[config.mk]
export PLATFORM = sky130hd
export DESIGN_NAME = mux8_scan_seq
export DESIGN_NICKNAME = d
export VERILOG_FILES = /design/src/rtl/mux8_scan_seq.sv
export SDC_FILE = /design/constraint.sdc
export NUM_CORES = 1
export LEC_CHECK = 0
export CORE_MARGIN = 3
export CORE_UTILIZATION = 25
export CTS_BUF_LIST = sky130_fd_sc_hd__clkbuf_16
export DETAILED_ROUTE_END_ITERATION = 16
export PLACE_DENSITY = 0.5
export SLEW_MARGIN = 20
export SYNTH_ARGS = -nofsm -noshare
export SYNTH_HDL_FRONTEND = slang
export SYNTH_SLANG_ARGS = --single-unit
[constraint.sdc]
create_clock -name clk -period 4.85 [get_ports clk]
set_clock_uncertainty 0.15 [all_clocks]
set_input_delay 0.485 -clock clk [delete_from_list [all_inputs] [get_ports clk]]
set_output_delay 0.485 -clock clk [all_outputs]
set_load 0.02 [all_outputs]
[src/rtl/mux8_scan_seq.sv]
// rtl/mux8_scan_seq.sv - scan sequencer driving mux8 selects and assembling the sampled word
module mux8_scan_seq #(
    parameter int unsigned SETTLE = 1
) (
    input  logic       clk,
    input  logic       rst_n,
    input  logic       start,
    input  logic [7:0] mask,
    input  logic       y,
    output logic       s0,
    output logic       s1,
    output logic       s2,
    output logic       busy,
    output logic       done,
    output logic [7:0] data
);
    typedef enum logic [1:0] {
        IDLE = 2'd0,
        HOLD = 2'd1,
        DONE = 2'd2
    } state_t;

    localparam logic [3:0] CNT_LOAD = 4'(SETTLE - 1);

    state_t     r_state;
    logic [7:0] r_mask;
    logic [7:0] r_shadow;
    logic [7:0] r_data;
    logic [2:0] r_sel;
    logic [3:0] r_cnt;
    logic       r_busy;
    logic       r_done;

    logic [7:0] w_higher;
    logic [7:0] w_shadow_smp;

    function automatic logic [2:0] f_lowest(input logic [7:0] v);
        f_lowest = 3'd0;
        for (int i = 7; i >= 0; i--) begin
            if (v[i]) f_lowest = 3'(i);
        end
    endfunction

    // Enabled channels strictly above the current select, so masked ones are skipped
    assign w_higher = r_mask & (8'hFE << r_sel);

    always_comb begin
        w_shadow_smp        = r_shadow;
        w_shadow_smp[r_sel] = y;
    end

    always_ff @(posedge clk or negedge rst_n) begin
        if (!rst_n) begin
            r_state  <= IDLE;
            r_mask   <= 8'h00;
            r_shadow <= 8'h00;
            r_data   <= 8'h00;
            r_sel    <= 3'd0;
            r_cnt    <= 4'd0;
            r_busy   <= 1'b0;
            r_done   <= 1'b0;
        end else begin
            case (r_state)
                IDLE: begin
                    r_done <= 1'b0;
                    if (start) begin
                        r_mask   <= mask;
                        r_shadow <= 8'h00;
                        if (mask == 8'h00) begin
                            r_state <= DONE;
                            r_done  <= 1'b1;
                            r_data  <= 8'h00;
                        end else begin
                            r_state <= HOLD;
                            r_sel   <= f_lowest(mask);
                            r_cnt   <= CNT_LOAD;
                            r_busy  <= 1'b1;
                        end
                    end
                end
                HOLD: begin
                    if (r_cnt == 4'd0) begin
                        r_shadow <= w_shadow_smp;
                        if (|w_higher) begin
                            r_sel <= f_lowest(w_higher);
                            r_cnt <= CNT_LOAD;
                        end else begin
                            r_state <= DONE;
                            r_busy  <= 1'b0;
                            r_sel   <= 3'd0;
                            r_done  <= 1'b1;
                            r_data  <= w_shadow_smp;
                        end
                    end else begin
                        r_cnt <= r_cnt - 4'd1;
                    end
                end
                DONE: begin
                    r_done  <= 1'b0;
                    r_state <= IDLE;
                end
                default: begin
                    r_state <= IDLE;
                    r_busy  <= 1'b0;
                    r_done  <= 1'b0;
                    r_sel   <= 3'd0;
                end
            endcase
        end
    end

    assign s0   = r_sel[0];
    assign s1   = r_sel[1];
    assign s2   = r_sel[2];
    assign busy = r_busy;
    assign done = r_done;
    assign data = r_data;
endmodule

==> out/qor.csv <==
stage,metric,value,unit
status,outcome,finished clean,
synth,Syn Inst Count,176,
synth,Unique masters post-synth,41,
synth,post-synthesis register bit count,34,
timing,RSZ-0062 raised after global routing,no,
timing,"Slew Viols, Final",0,
setup_path,WP data required,4.86,ns
clock_tree,"Hold-fix buffers, CTS",0,
drt,drt first pass iters,4,
synth,cell type with the largest total area after synthesis,dfrtp_1,
setup_path,Critical Path End Type,flip-flop,
floorplanning,site row count,31,
floorplanning,Initial Util,25.9,%
setup_path,CP arrival,2.47,ns
clock_tree,"Reg clk slew, reported paths",0.05,ns
timing,Worst-Margin Slew,0.766,ns
global_route,vias in the first global route,1473,
pwr,PD cells,679,nW/um^2
finish,Nets,216,
setup_path,CP Cell Sequence,clkdlybuf4s50_1 -> or4_4 -> nor4_4 -> a31oi_4 -> nor2_8 -> mux2_4,
synth,register area share after synthesis,45.1,%
placement,Port Buf Inserts,24,
timing,"Setup violations, final",0,
pwr,total power,1.65,mW
finish,Inserted Diodes,0,
synth,ranking of synthesized cells by area,"dfrtp_1, mux2_2, mux2_4, mux2i_1, a21oi_1",
global_route,largest net degree at the start of global routing,35,
finish,FILL cells,763,
drt,DR iter-0 viols,28,
floorplanning,chip height,92.9,microns
timing,Hold Slack,0.344,ns
drt,Routed WL,4140,microns
clock_tree,Clock Sinks,34,
placement,routability cong.,0.731,
timing,Sum Neg Setup Slack,0,ns
finish,share of cells above drive strength 1,21.2,%
global_route,Total GRT Usage,10.9,%
timing,slack of the critical path,2.39,ns
global_route,grt ovf,0,
drt,WL per Instance,13.7,microns
finish,Final Instance Count excl. Fillers,302,
timing,Tmin final,2.46,ns
setup_path,critical path's slowest cell,or4_4,
floorplanning,Ports,25,
clock_tree,Post-CTS Resized,0,
run,max_cap viols,0,
placement,placed cells,294,
clock_tree,later-pin clock latency in the skew report,0.28,ns
setup_path,critical path's largest stage delay,0.60,ns
timing,fmax,406,MHz
drt,DRC Markers,0,
synth,Post-Syn Nets,190,
timing,Final Hold Viols,0,
drt,Vias,1397,
floorplanning,Die Area,8630,sq um
synth,Yosys warnings,0,
finish,Final Core Density,33.3,%
worst_hold_path,HP Class,flip-flop to flip-flop,
pwr,VDD IR-drop max,0.157,mV
global_route,first-pass GRT wire length,7420,microns
clock_tree,clock buffer depth,2,
clock_tree,CTS tree,done,
setup_path,kind of critical path,input pin to flip-flop,
setup_path,Worst R2R Setup Slack,2.43,ns
clock_tree,postcts setup bufs,0,
placement,Setup Slack @ Placement,2.11,ns
clock_tree,Root Buffer,clkbuf_16,
setup_path,crit path max fanout,9,
synth,syn_area_per_cell,10.7,sq um
timing,Max-slew headroom,48.8,%
global_route,initial antenna violation count,0,
finish,post-route cell area,2430,sq um
placement,HPWL after DPL,2970,microns
placement,dpl cell area,2240,sq um
clock_tree,H-tree levels,2,
pwr,cell leakage power,1.05,nW
floorplanning,die width,92.9,microns
drt,post-route ant nets,0,
clock_tree,total CTS buffers,5,
synth,Syn Std Cell Area,1890,sq um
timing,final critical-path share of the clock period,50.8,%
finish,Area Overhead vs Synth,28.8,%
floorplanning,total core area,7290,sq um
drt,DR vias/cell,4.63,
synth,Synth top area share,45.1,%
setup_path,Worst setup SP type,input pin,
state kept, by name (all words and copies together), names as in the netlist:
signal / flops
r_cnt: 4
r_sel: 3
data: 8
r_state: 2
busy: 1
done: 1
r_shadow: 8
r_mask: 7
critical path: cells and delay by family:
kind	cells	cell delay [ns]
AO/OA/AOI/OAI	1	0.11
multiplexers	1	0.33
buffers and inverters	1	0.46
AND/OR/NAND/NOR	3	1.09
where the power goes:
part	leakage, nW	switching [mW]	internal, mW
Clock	0.0940	0.118	0.295
Combinational	0.522	0.352	0.349
Sequential	0.430	0.134	0.404
Total	1.05	0.604	1.05
cell usage after synthesis:
library cell / instances
dfrtp_1: 34
nor2_1: 19
a21oi_1: 15
mux2_2: 15
nand2_1: 11
mux2_4: 8
mux2i_1: 8
nor3_1: 7
clkbuf_1: 6
inv_1: 6
o21ai_0: 6
nand3_1: 3
nor2b_1: 3
nor3b_1: 3
a21o_1: 2
ha_1: 2
nand2b_1: 2
nand3b_1: 2
o22a_1: 2
a211oi_1: 1
a21bo_2: 1
a21boi_0: 1
a21oi_2: 1
a31oi_1: 1
a31oi_4: 1
a32oi_1: 1
and2_1: 1
nor2_2: 1
nor2_8: 1
nor4_1: 1
nor4_4: 1
nor4b_2: 1
o2111a_1: 1
o211a_1: 1
o21ai_2: 1
o22ai_1: 1
o31a_1: 1
o32ai_1: 1
or2_2: 1
or3b_4: 1
or4_4: 1
metal layers:
layer | vias to the layer above | wire [microns] | global-route usage [%]
met5 | - | 0 | 0
met4 | 0 | 57 | 3.30
met3 | 5 | 157 | 3.33
met2 | 19 | 1890 | 16.5
met1 | 678 | 2030 | 14.8
li1 | 695 | - | -
area by class of cell:
class	instances	area [sq um]	area share, %
inverters	6	22.5	0.927
repair buffers	25	248	10.2
multi-input cells	130	991	40.8
flip-flops and latches	34	851	35.0
well taps	99	124	5.10
clock inverters	3	68.8	2.83
clock buffers	5	125	5.15
logic make-up after synthesis:
group	count (synthesis)	share of synthesized area (%)
AOI/OAI and AO/OA	38	13.9
and+or+nand+nor	59	17.8
DFF	34	45.1
buffers and inverters	12	2.39
adders and majority gates	2	1.33
muxes	31	19.6
path summary, 6_finish.rpt:
path,from,endpoint,depth (start not counted)
worst max register to register,r_cnt[0]$_DFFE_PN0P_,r_shadow[0]$_DFFE_PN0P_,6
max in group asynchronous,rst_n,r_shadow[7]$_DFFE_PN0P_,2
worst max-delay path,mask[5],data[2]$_DFFE_PN0P_,6
min in group asynchronous,rst_n,r_shadow[4]$_DFFE_PN0P_,2
worst min register to register,r_cnt[0]$_DFFE_PN0P_,r_cnt[0]$_DFFE_PN0P_,1
worst min-delay path,r_cnt[0]$_DFFE_PN0P_,r_cnt[0]$_DFFE_PN0P_,1
cells in the final DEF, fill, tap and decap left out, types with 2 or more instances in the layout:
cell / n
clkdlybuf4s50_1: 24
nand3_1: 3
a21oi_1: 15
o22a_1: 2
mux2i_1: 8
a21o_1: 2
nor2_1: 19
nor3_1: 7
nand3b_1: 2
nor2b_1: 3
inv_1: 6
ha_1: 2
bufinv_16: 2
nand2_1: 11
mux2_4: 8
clkbuf_16: 5
o21ai_0: 6
nand2b_1: 2
dfrtp_1: 34
nor3b_1: 3
mux2_2: 15
Note: power is estimated with default switching activity, not from simulation.
==> variant, RTL diff (same flow settings) <==
Re-encode `state_t` (3 states) as one-hot, 3 bits wide.
--- a/src/rtl/mux8_scan_seq.sv
+++ b/src/rtl/mux8_scan_seq.sv
@@ -16,6 +16,6 @@
 );
-    typedef enum logic [1:0] {
-        IDLE = 2'd0,
-        HOLD = 2'd1,
-        DONE = 2'd2
+    typedef enum logic [2:0] {
+        IDLE = 3'b001,
+        HOLD = 3'b010,
+        DONE = 3'b100
     } state_t;
Check against the original RTL: same outputs for any inputs over 10 cycles, from zero or initial values and one cycle with rst_n low; not proved beyond that.
==> variant against the original RTL <==
  * Sequential cell count rose by 1
  * Largest cell class unchanged
  * Wire length is 9.4% higher
  * Area after synthesis is 3.7% higher
  * Clock power shrank 9.2%
  * Setup slack got worse by 0.37 ns
  * Design area increased by 0.26%
  * Power fell by 14%
==> variant: results (changes against the original RTL) <==
The run finished with clean final reports. The multi-input gate count was 154 (+18%). The detailed-routing wirelength on met1 was 2170 um (+6.7%); the internal reg-to-reg setup slack was 2.02 ns (-0.41 ns). Ranked by instance count, the synthesized netlist is headed by sky130_fd_sc_hd__dfrtp_1 (34), sky130_fd_sc_hd__nand2_1 (32), sky130_fd_sc_hd__nor2_1 (23), sky130_fd_sc_hd__o21ai_0 (11), sky130_fd_sc_hd__a21oi_1 (10). For the number of fillers in the final layout, the log shows 745 (-2.4%).

The met2 routed wirelength is 2130 um (+13%), and the proportion of final cell area spent on non-clock buffers is 0.0966 (-0.00540). For the sequential cell area, the log shows 877 sq um (+3.1%). For the global-route wire length before repair, the log shows 7890 um (+6.4%). The delay contributed by the slowest stage of the critical path is 0.75 ns (+0.15 ns), and the final wirelength is 4530 um (+9.4%). The portion of total power attributed to combinational logic is 0.400 (-0.024), and the post-placement cell area is 2270 sq um (+1.4%).

The non-clock buffer instance count of the final layout is 24 (-4.0%). For the leakage power of the design, the log shows 1.07 nW (+2.0%). The run gives 44 (+57%) as the initial DRC count.

The run gives 8930 sq um (+3.5%) as the die area. The number of instances in the placed design is 318 (+8.2%), and the clock distribution power is 0.375 mW (-9.2%). The share of synthesized area occupied by flip-flops and latches is 0.448 (-0.00272).

By area the synthesized netlist is led by sky130_fd_sc_hd__dfrtp_1 (43%), sky130_fd_sc_hd__mux2_4 (6.1%), sky130_fd_sc_hd__nand2_1 (6.1%), sky130_fd_sc_hd__mux2_2 (4.6%), sky130_fd_sc_hd__nor2_1 (4.4%). The period utilization works out to 0.583 (+0.0755). The net load switching power was 0.548 mW (-9.3%).

The run gives 326 (+7.9%) as the number of standard cells in the final layout excluding fillers. The share of cells above drive strength 1 was 0.159 (-0.0532). The worst register-to-register path ends at data[5]$_DFFE_PN0P_. Final weighted congestion in routability-driven placement: 0.796 (+8.9%). The worst hold path belongs to the class primary input to asynchronous set/reset pin.
[variant: worst reg2reg max path: stages, from the launching register on]
cell and delay [ns]:
sky130_fd_sc_hd__dfrtp_1 0.75, sky130_fd_sc_hd__o21ba_2 0.27, sky130_fd_sc_hd__nor4_2 0.30, sky130_fd_sc_hd__a31oi_1 0.21
sky130_fd_sc_hd__or3_1 0.66, sky130_fd_sc_hd__mux2_4 0.39
[variant: logic make-up (layout without fill, tap and decap cells)]
group	after synthesis	count (layout)	share of synthesized area
buffers and inverters	15	38	0.0364
AO/OA/AOI/OAI	37	37	0.120
flip-flops	35	35	0.448
AND/OR/NAND/NOR	92	92	0.240
multiplexers	23	23	0.143
adder cells (fa/ha/maj)	2	2	0.0128
[variant: stage by stage]
step / util / hold WS, ns
after global placement: 0.306 / 0.336
after global routing: 0.329 / 0.212
after floorplan: - / 0.0394
final: 0.329 / 0.142
after CTS: 0.329 / 0.176
after detailed placement: 0.306 / 0.339
